--- src/rtl/nor_gate_pipe_pkg.sv ---
// Shared operation encodings and sizing constants for nor_gate_pipe.
package nor_gate_pipe_pkg;

    localparam int unsigned OP_W    = 3;
    localparam int unsigned COUNT_W = 16;

    typedef enum logic [OP_W-1:0] {
        OP_NOR  = 3'b000,
        OP_NAND = 3'b001,
        OP_AND  = 3'b010,
        OP_OR   = 3'b011,
        OP_XOR  = 3'b100,
        OP_XNOR = 3'b101,
        OP_NOT  = 3'b110,
        OP_PASS = 3'b111
    } op_e;

endpackage

--- src/rtl/gate_reduce.sv ---
// Combinational bitwise reduction of N_IN operands, selected by op.
module gate_reduce
    import nor_gate_pipe_pkg::*;
#(
    parameter int unsigned WIDTH = 8,
    parameter int unsigned N_IN  = 2
) (
    input  logic [N_IN*WIDTH-1:0] in_data,
    input  op_e                   op,
    output logic [WIDTH-1:0]      y_c
);

    logic [WIDTH-1:0] opnd0;
    logic [WIDTH-1:0] and_r;
    logic [WIDTH-1:0] or_r;
    logic [WIDTH-1:0] xor_r;

    // Fold all operands into AND/OR/XOR, then pick the requested function.
    always_comb begin
        opnd0 = in_data[WIDTH-1:0];
        and_r = opnd0;
        or_r  = opnd0;
        xor_r = opnd0;
        y_c   = '0;
        for (int unsigned k = 1; k < N_IN; k++) begin
            and_r = and_r & in_data[k*WIDTH +: WIDTH];
            or_r  = or_r  | in_data[k*WIDTH +: WIDTH];
            xor_r = xor_r ^ in_data[k*WIDTH +: WIDTH];
        end
        case (op)
            OP_NOR:  y_c = ~or_r;
            OP_NAND: y_c = ~and_r;
            OP_AND:  y_c = and_r;
            OP_OR:   y_c = or_r;
            OP_XOR:  y_c = xor_r;
            OP_XNOR: y_c = ~xor_r;
            OP_NOT:  y_c = ~opnd0;
            OP_PASS: y_c = opnd0;
        endcase
    end

endmodule

--- src/rtl/nor_gate_pipe.sv ---
// Two-stage valid/ready pipeline: S1 captures operands, S2 holds the reduced result.
module nor_gate_pipe
    import nor_gate_pipe_pkg::*;
#(
    parameter int unsigned WIDTH = 8,
    parameter int unsigned N_IN  = 2
) (
    input  logic                  clk,
    input  logic                  rst,
    input  logic [N_IN*WIDTH-1:0] in_data,
    input  logic [OP_W-1:0]       op,
    input  logic                  in_valid,
    output logic                  in_ready,
    output logic [WIDTH-1:0]      y,
    output logic                  out_valid,
    input  logic                  out_ready,
    output logic [COUNT_W-1:0]    op_count
);

    localparam int unsigned DW = N_IN * WIDTH;

    logic             s1_valid;
    logic [DW-1:0]    s1_data;
    op_e              s1_op;
    logic [WIDTH-1:0] res_c;
    logic             s2_load_c;
    logic             accept_c;
    logic             consume_c;

    // Handshake: S2 takes S1 when empty or draining; S1 frees up as it advances.
    assign consume_c = out_valid && out_ready;
    assign s2_load_c = s1_valid && (!out_valid || out_ready);
    assign in_ready  = !s1_valid || s2_load_c;
    assign accept_c  = in_valid && in_ready;

    gate_reduce #(
        .WIDTH (WIDTH),
        .N_IN  (N_IN)
    ) u_reduce (
        .in_data (s1_data),
        .op      (s1_op),
        .y_c     (res_c)
    );

    // S1: capture operands and op on acceptance.
    always_ff @(posedge clk or posedge rst) begin
        if (rst) begin
            s1_valid <= 1'b0;
            s1_data  <= '0;
            s1_op    <= OP_NOR;
        end else if (accept_c) begin
            s1_valid <= 1'b1;
            s1_data  <= in_data;
            s1_op    <= op_e'(op);
        end else if (s2_load_c) begin
            s1_valid <= 1'b0;
        end
    end

    // S2: register the result; hold it while downstream stalls.
    always_ff @(posedge clk or posedge rst) begin
        if (rst) begin
            out_valid <= 1'b0;
            y         <= '0;
        end else if (s2_load_c) begin
            out_valid <= 1'b1;
            y         <= res_c;
        end else if (consume_c) begin
            out_valid <= 1'b0;
        end
    end

    // Count consumed results, wrapping naturally at the counter width.
    always_ff @(posedge clk or posedge rst) begin
        if (rst) begin
            op_count <= '0;
        end else if (consume_c) begin
            op_count <= op_count + COUNT_W'(1);
        end
    end

endmodule

--- config.mk ---
export PLATFORM = sky130hd
export DESIGN_NAME = nor_gate_pipe
export DESIGN_NICKNAME = d
export VERILOG_FILES = /design/src/rtl/nor_gate_pipe_pkg.sv /design/src/rtl/gate_reduce.sv /design/src/rtl/nor_gate_pipe.sv
export SDC_FILE = /design/constraint.sdc
export NUM_CORES = 1
export LEC_CHECK = 0
export ABC_AREA = 1
export CAP_MARGIN = 5
export CORE_ASPECT_RATIO = 0.5
export CORE_MARGIN = 2
export CORE_UTILIZATION = 50
export DETAILED_ROUTE_END_ITERATION = 8
export PLACE_DENSITY = 0.76
export SYNTH_ARGS = -nofsm -noshare
export SYNTH_HDL_FRONTEND = slang
export SYNTH_SLANG_ARGS = --single-unit
--- constraint.sdc ---
create_clock -name clk -period 2.7 [get_ports clk]
set_input_delay 0.675 -clock clk [delete_from_list [all_inputs] [get_ports clk]]
set_output_delay 0.675 -clock clk [all_outputs]
set_load 0.05 [all_outputs]
==> results of run 1 <==
==> area by class of cell <==
type,instances,share of cell area
multi-input cells,259,0.3961
flip-flops and latches,45,0.3253
repair buffers,54,0.1547
inverters,63,0.06831
clock buffers,7,0.02783
well taps,73,0.02638
clock inverters,1,0.001446
==> Yosys cell counts <==
cell and instances:
nor2_4 4, buf_6 1, nand4_1 18, clkbuf_1 2
inv_1 61, buf_4 4, nand3b_1 3, nand2_1 91
o21ai_0 13, nor2_2 1, buf_2 6, nand3_1 30
mux2_2 2, nand2_2 2, a21oi_1 19, ha_1 17
xnor2_1 5, dfrtp_1 45, nor2_1 44, o21ai_1 3
inv_2 2, xor2_1 7
==> worst paths after layout <==
kind	end	cells past startpoint
min in group asynchronous	op_count[2]	3
worst min register to register	out_valid	2
max in group asynchronous	y[2]	3
worst min-delay path	out_valid	2
worst max-delay path	in_ready	4
worst max register to register	y[2]	7
==> where the power goes <==
part | total [mW] | internal (mW) | switching [mW]
clock network | 0.466 | 0.232 | 0.235
logic | 1.20 | 0.410 | 0.794
registers | 0.933 | 0.814 | 0.119
total | 2.60 | 1.46 | 1.15
==> registers in the layout, summed over array words and instances (netlist names) <==
register   flops
op_count      16
s1_data       16
y              8
s1_op          3
out_valid      1
s1_valid       1
==> metrics by stage <==
step	std cells	setup WS (ns)	total power, mW
floorplan	380	0.6353	1.769
detailed placement	494	0.4369	2.144
global route	502	0.3700	2.781
CTS	502	0.4219	2.619
global placement	494	0.4863	2.091
finish	502	0.4286	2.603
==> cells by family after synthesis <==
logic type	share of synthesized area
AOI/OAI and AO/OA	0.06227
xor gates and xnor gates	0.03737
adders and majority gates	0.07562
buffers and inverters	0.1121
DFF	0.4004
muxes	0.008007
and+or+nand+nor	0.3043
==> worst reg2reg max path, delay by kind of cell (launching register included) <==
family,cells,cell delay (ns)
simple gates,5,0.66
flops,1,0.37
compound gates,1,0.32
buf+inv,1,0.30
==> routing by layer <==
metal	wire length (um)	GRT usage	vias up
met5	0	0	-
met4	118	0.07595	0
met3	382	0.03886	14
met2	3275	0.4067	83
met1	2755	0.2926	1225
li1	-	-	1289
==> flow_metrics.tcl, run 1 <==
set metrics [dict create \
    outcome "finished, final reports clean" \
    drtPass1Iterations 5 \
    layout_commonest_cell "nand2_1" \
    timing.critical_path.slowest_stage_cell "clkdlybuf4s50_1" \
    crit_required_ns 2.03 \
    synth_largest_area_cell "dfrtp_1" \
    arrival_ns 1.60 \
    shortest_clock_period_the_worst_path_allows_after_layout_ns 2.271 \
    leakage_nw 1.818 \
    worst_setup_path_startpoint "out_ready" \
    final.hold.worst_slack_ns 0.4868 \
    cts_max_path_buffers 2 \
    path_delay_family "buffers and inverters" \
    r2r-start "s1_op[2]" \
    synthesis.area_um2 2813 \
    ant_nets 0 \
    worst-setup-path-type "input port to primary output" \
    setup_violations 0 \
    placement_rows 19 \
    grt_antenna_before_repair 0 \
    die_area_um2 6278 \
    pwr_density_cell_nw_per_um2 751.8 \
    worst-r2r-setup-slack_ns 1.00 \
    register_bit_count_reported_by_yosys 45 \
    grt_max_degree 46 \
    route.vias.total 2611 \
    vdd.ir_drop.worst_v 0.0005970 \
    cts-hold-fix-buffers 0 \
    cts_made_buffers 5 \
    syn_area_per_cell_um2 7.402 \
    cts.sinks 45 \
    cts_tree "yes" \
    first_global_vias 2566 \
    port-buffer-count 48 \
    final_area_um2 3462 \
    crit_chain "clkdlybuf4s50_1, inv_1, nand3_1, buf_12" \
    grt_pass1_wl_um 11320 \
    rsz0062_at_grt "no" \
    synthToLayoutAreaGrowth_pct 23.09 \
    cts_repair_resize_count 0 \
    netlist.area_leader.share 0.4004 \
    detailedPlacementHpwl_um 4624 \
    final_slew_violations 0 \
    worst_clock_skew_ns 0.004097 \
    num_io_pins 49 \
    h-tree-depth 2 \
    core_area_um2 5444 \
    cts.reportedPaths.clkPinSlew_ns 0.08 \
    critical_path.startpoint_type "input port" \
    aggregate_negative_setup_slack_ns 0 \
    combined_area_of_the_multi_input_logic_cells_um2 1371 \
    vertical_extent_of_the_die_um 57.04 \
    fraction_of_final_layout_cells_sized_beyond_drive_strength_1 0.06061 \
    detail_route.iter0.violations 181 \
    tcrit_tclk_final 0.8413 \
    synthesis.instances 380 \
    max_slew.worst_pin.slew_ns 0.5683 \
    finalHoldViolations 0 \
    critical_path_endpoint_category "primary output" \
    antennaDiodeCount 0 \
    seq_area_frac_synth 0.4004 \
    gp_routability_congestion 0.8421 \
    cts_post_setup_buffers_inserted 0 \
    post_dp_cell_area_um2 3361 \
    clock.fmax_mhz 440.3 \
    synth_area_leaders "dfrtp_1, nand2_1, inv_1, ha_1, nor2_1" \
    final_nets 468 \
    avgRoutedWirePerCell_um 13.01 \
    die_w_um 110.1 \
    final_cell_mix "nand2_1, inv_1, clkdlybuf4s50_1, dfrtp_1, nor2_1" \
    worstHoldPathType "flop to flop" \
    crit_path_max_incr_delay_ns 0.44 \
    regArea_um2 1126 \
    timing.hold.worst.start "s1_valid" \
    via_per_inst 5.201 \
    synth_nets 420 \
    timing.max_cap.violations 0 \
    final_core_util 0.6359 \
    cp.buffers_inverters 3 \
    synthDistinctLibCells 22 \
    grt.overflow.total 0 \
    floorplan.initialDensity 0.5167 \
    post_detailed_route_drc_marker_count 0 \
    clk-insertion-delay-late_ns 0.30 \
    route.final.wire_length_um 6532 \
    track_usage 0.2314 \
    timing.max_slew.rel_slack 0.6211 \
    yosysWarningCount 0 \
    critical_path_fanout_max 3 \
    fillers 475 \
    clock_tree_root_buffer_cell "clkbuf_8" \
]
No activity file was read; power rests on OpenSTA's default activity.
==> inputs of run 2 (changes only) <==
--- a/config.mk
+++ b/config.mk
@@ -9,7 +9,7 @@
 export CAP_MARGIN = 5
 export CORE_ASPECT_RATIO = 0.5
 export CORE_MARGIN = 2
-export CORE_UTILIZATION = 50
+export CORE_UTILIZATION = 48
 export DETAILED_ROUTE_END_ITERATION = 8
 export PLACE_DENSITY = 0.76
 export SYNTH_ARGS = -nofsm -noshare
==> constraint.sdc (replaced) <==
create_clock -name clk -period 1.8 [get_ports clk]
set_input_delay 0.45 -clock clk [delete_from_list [all_inputs] [get_ports clk]]
set_output_delay 0.45 -clock clk [all_outputs]
set_load 0.05 [all_outputs]
==> run 2 against run 1 <==
Net effect:
- count of clock-buffer cells in the layout down 1
- clock skew about the same
- power up 62%
- sequential cell count unchanged
- clock power up 130%
- critical path depth unchanged
- cell area up 2.1%
- utilization about the same
- critical path type unchanged
==> flow_metrics.tcl, run 2 (synthesis results as in run 1) <==
set metrics [dict create \
    avgRoutedWirePerCell_um 12.67 \
    clock_tree_root_buffer_cell "clkbuf_16" \
    final.hold.worst_slack_ns 0.4052 \
    power_internal_mw 2.462 \
    track_usage 0.2143 \
    h-tree-depth 2 \
    grt_pass1_wl_um 11290 \
    num_io_pins 49 \
    top_regs "op_count: 16 flops, s1_data: 16 flops, y: 8 flops" \
    setup_violations 0 \
    critical_path_fanout_max 3 \
    clock.fmax_mhz 572.5 \
    drtPass1Iterations 4 \
    floorplan.initialDensity 0.5056 \
    total_switching_power_mw 1.754 \
    worstHoldPathType "input port to asynchronous set/reset pin" \
    tcrit_tclk_final 0.9705 \
    r2r_cells 8 \
    leakage_nw 1.912 \
    vertical_extent_of_the_die_um 58.13 \
    post_detailed_route_drc_marker_count 0 \
    die_area_um2 6525 \
    worst_clock_skew_ns 0.003787 \
    cts_max_path_buffers 2 \
    critical_path_end "in_ready" \
    port-buffer-count 48 \
    ant_nets 0 \
    aggregate_negative_setup_slack_ns 0 \
    via_per_inst 5.077 \
    p_comb_frac 0.414 \
    detail_route.iter0.violations 135 \
    vdd.ir_drop.worst_v 0.0008788 \
    fillers 486 \
    antennaDiodeCount 0 \
    cts_post_setup_buffers_inserted 0 \
    clk-insertion-delay-late_ns 0.28 \
    total_power_mw 4.217 \
    crit_required_ns 1.35 \
    shortest_clock_period_the_worst_path_allows_after_layout_ns 1.747 \
    regArea_um2 1129 \
    fraction_of_final_layout_cells_sized_beyond_drive_strength_1 0.1336 \
    r2r-start "s1_op[0]" \
    final_nets 473 \
    cts.sinks 45 \
    pwr_density_cell_nw_per_um2 1193 \
    rsz0062_at_grt "no" \
    finalHoldViolations 0 \
    switching_share 0.4160 \
    final_area_um2 3536 \
    crit_path_max_incr_delay_ns 0.43 \
    final_cell_mix "nand2_1, inv_1, nor2_1, dfrtp_1, buf_4" \
    max_slew.worst_pin.slew_ns 0.3945 \
    cts.reportedPaths.clkPinSlew_ns 0.07 \
    dp_slack_ns -0.04471 \
    cts_repair_resize_count 0 \
    timing.max_cap.violations 0 \
    worst-r2r-setup-slack_ns 0.29 \
    route.vias.total 2574 \
    arrival_ns 1.30 \
    gp_routability_congestion 0.8070 \
    final_slew_violations 0 \
    core_area_um2 5563 \
    timing.max_slew.rel_slack 0.7353 \
    cts_made_buffers 5 \
    final_core_util 0.6356 \
    critical_path.startpoint_type "input port" \
    grt_max_degree 37 \
    worst_setup_path_startpoint "out_ready" \
    first_global_vias 2490 \
    outcome "finished, final reports clean" \
    final_standard_cell_count_with_taps_included_and_fillers_excluded 507 \
    placedCellCount 499 \
    placement_rows 19 \
    detailedPlacementHpwl_um 4791 \
    combined_area_of_the_multi_input_logic_cells_um2 1376 \
    post_dp_cell_area_um2 3367 \
    clkPwrFrac 0.250 \
    synthToLayoutAreaGrowth_pct 25.71 \
    cts-hold-fix-buffers 0 \
    grt.overflow.total 0 \
    worst_r2r_endpoint "y[3]" \
    layout_commonest_cell "nand2_1" \
    critical_path_endpoint_category "primary output" \
    cts_tree "yes" \
    crit_chain "clkdlybuf4s50_1, inv_1, nand3_2, buf_12" \
    setup_slack_ns 0.05316 \
    timing.critical_path.slowest_stage_cell "clkdlybuf4s50_1" \
    share_seq_of_total_power 0.337 \
    die_w_um 112.3 \
    grt_antenna_before_repair 0 \
    worst-setup-path-type "input port to primary output" \
    route.final.wire_length_um 6422 \
]
==> run 2: how the worst min path moves through the flow <==
stage | cells after the start | startpoint | slack (ns) | end
finish | 2 | rst | 0.41 | op_count[15]
global route | 2 | rst | 0.45 | op_count[7]
floorplan | 2 | s1_valid | 0.47 | out_valid
CTS | 2 | rst | 0.42 | op_count[15]
global placement | 2 | y[2] | 0.46 | y[2]
detailed placement | 1 | op_count[15] | 0.47 | op_count[15]
==> run 2: cell type report <==
type                       instances  area share
tap                               73     0.02583
clock buffer                       6     0.03645
clock inverter                     2     0.01097
multi-input combinational        259      0.3892
sequential                        45      0.3192
inverter                          63     0.06688
timing repair buffer              59      0.1515
==> run 2: metal layers <==
metal / track usage / vias to the layer above / part of all wire
li1: - / 1300 / -
met1: 0.2834 / 1169 / 0.47
met2: 0.3606 / 99 / 0.45
met3: 0.05230 / 6 / 0.078
met4: 0.05749 / 0 / 0.0042
met5: 0 / - / 0
==> run 2: power groups by stage <==
stage          sequential [mW]  combinational (mW)  clock [mW]
3_5_place_dp              1.44                1.74           0
6_report                  1.42                1.74        1.05
5_1_grt                   1.46                1.90        1.11
2_1_floorplan             1.91               0.749           0
3_3_place_gp              1.42                1.70           0
4_1_cts                   1.42                1.75        1.07
==> run 2: critical path, delay by kind of cell <==
family / cells / cell delay, ns
buffers and inverters: 3 / 0.72
and+or+nand+nor: 1 / 0.12
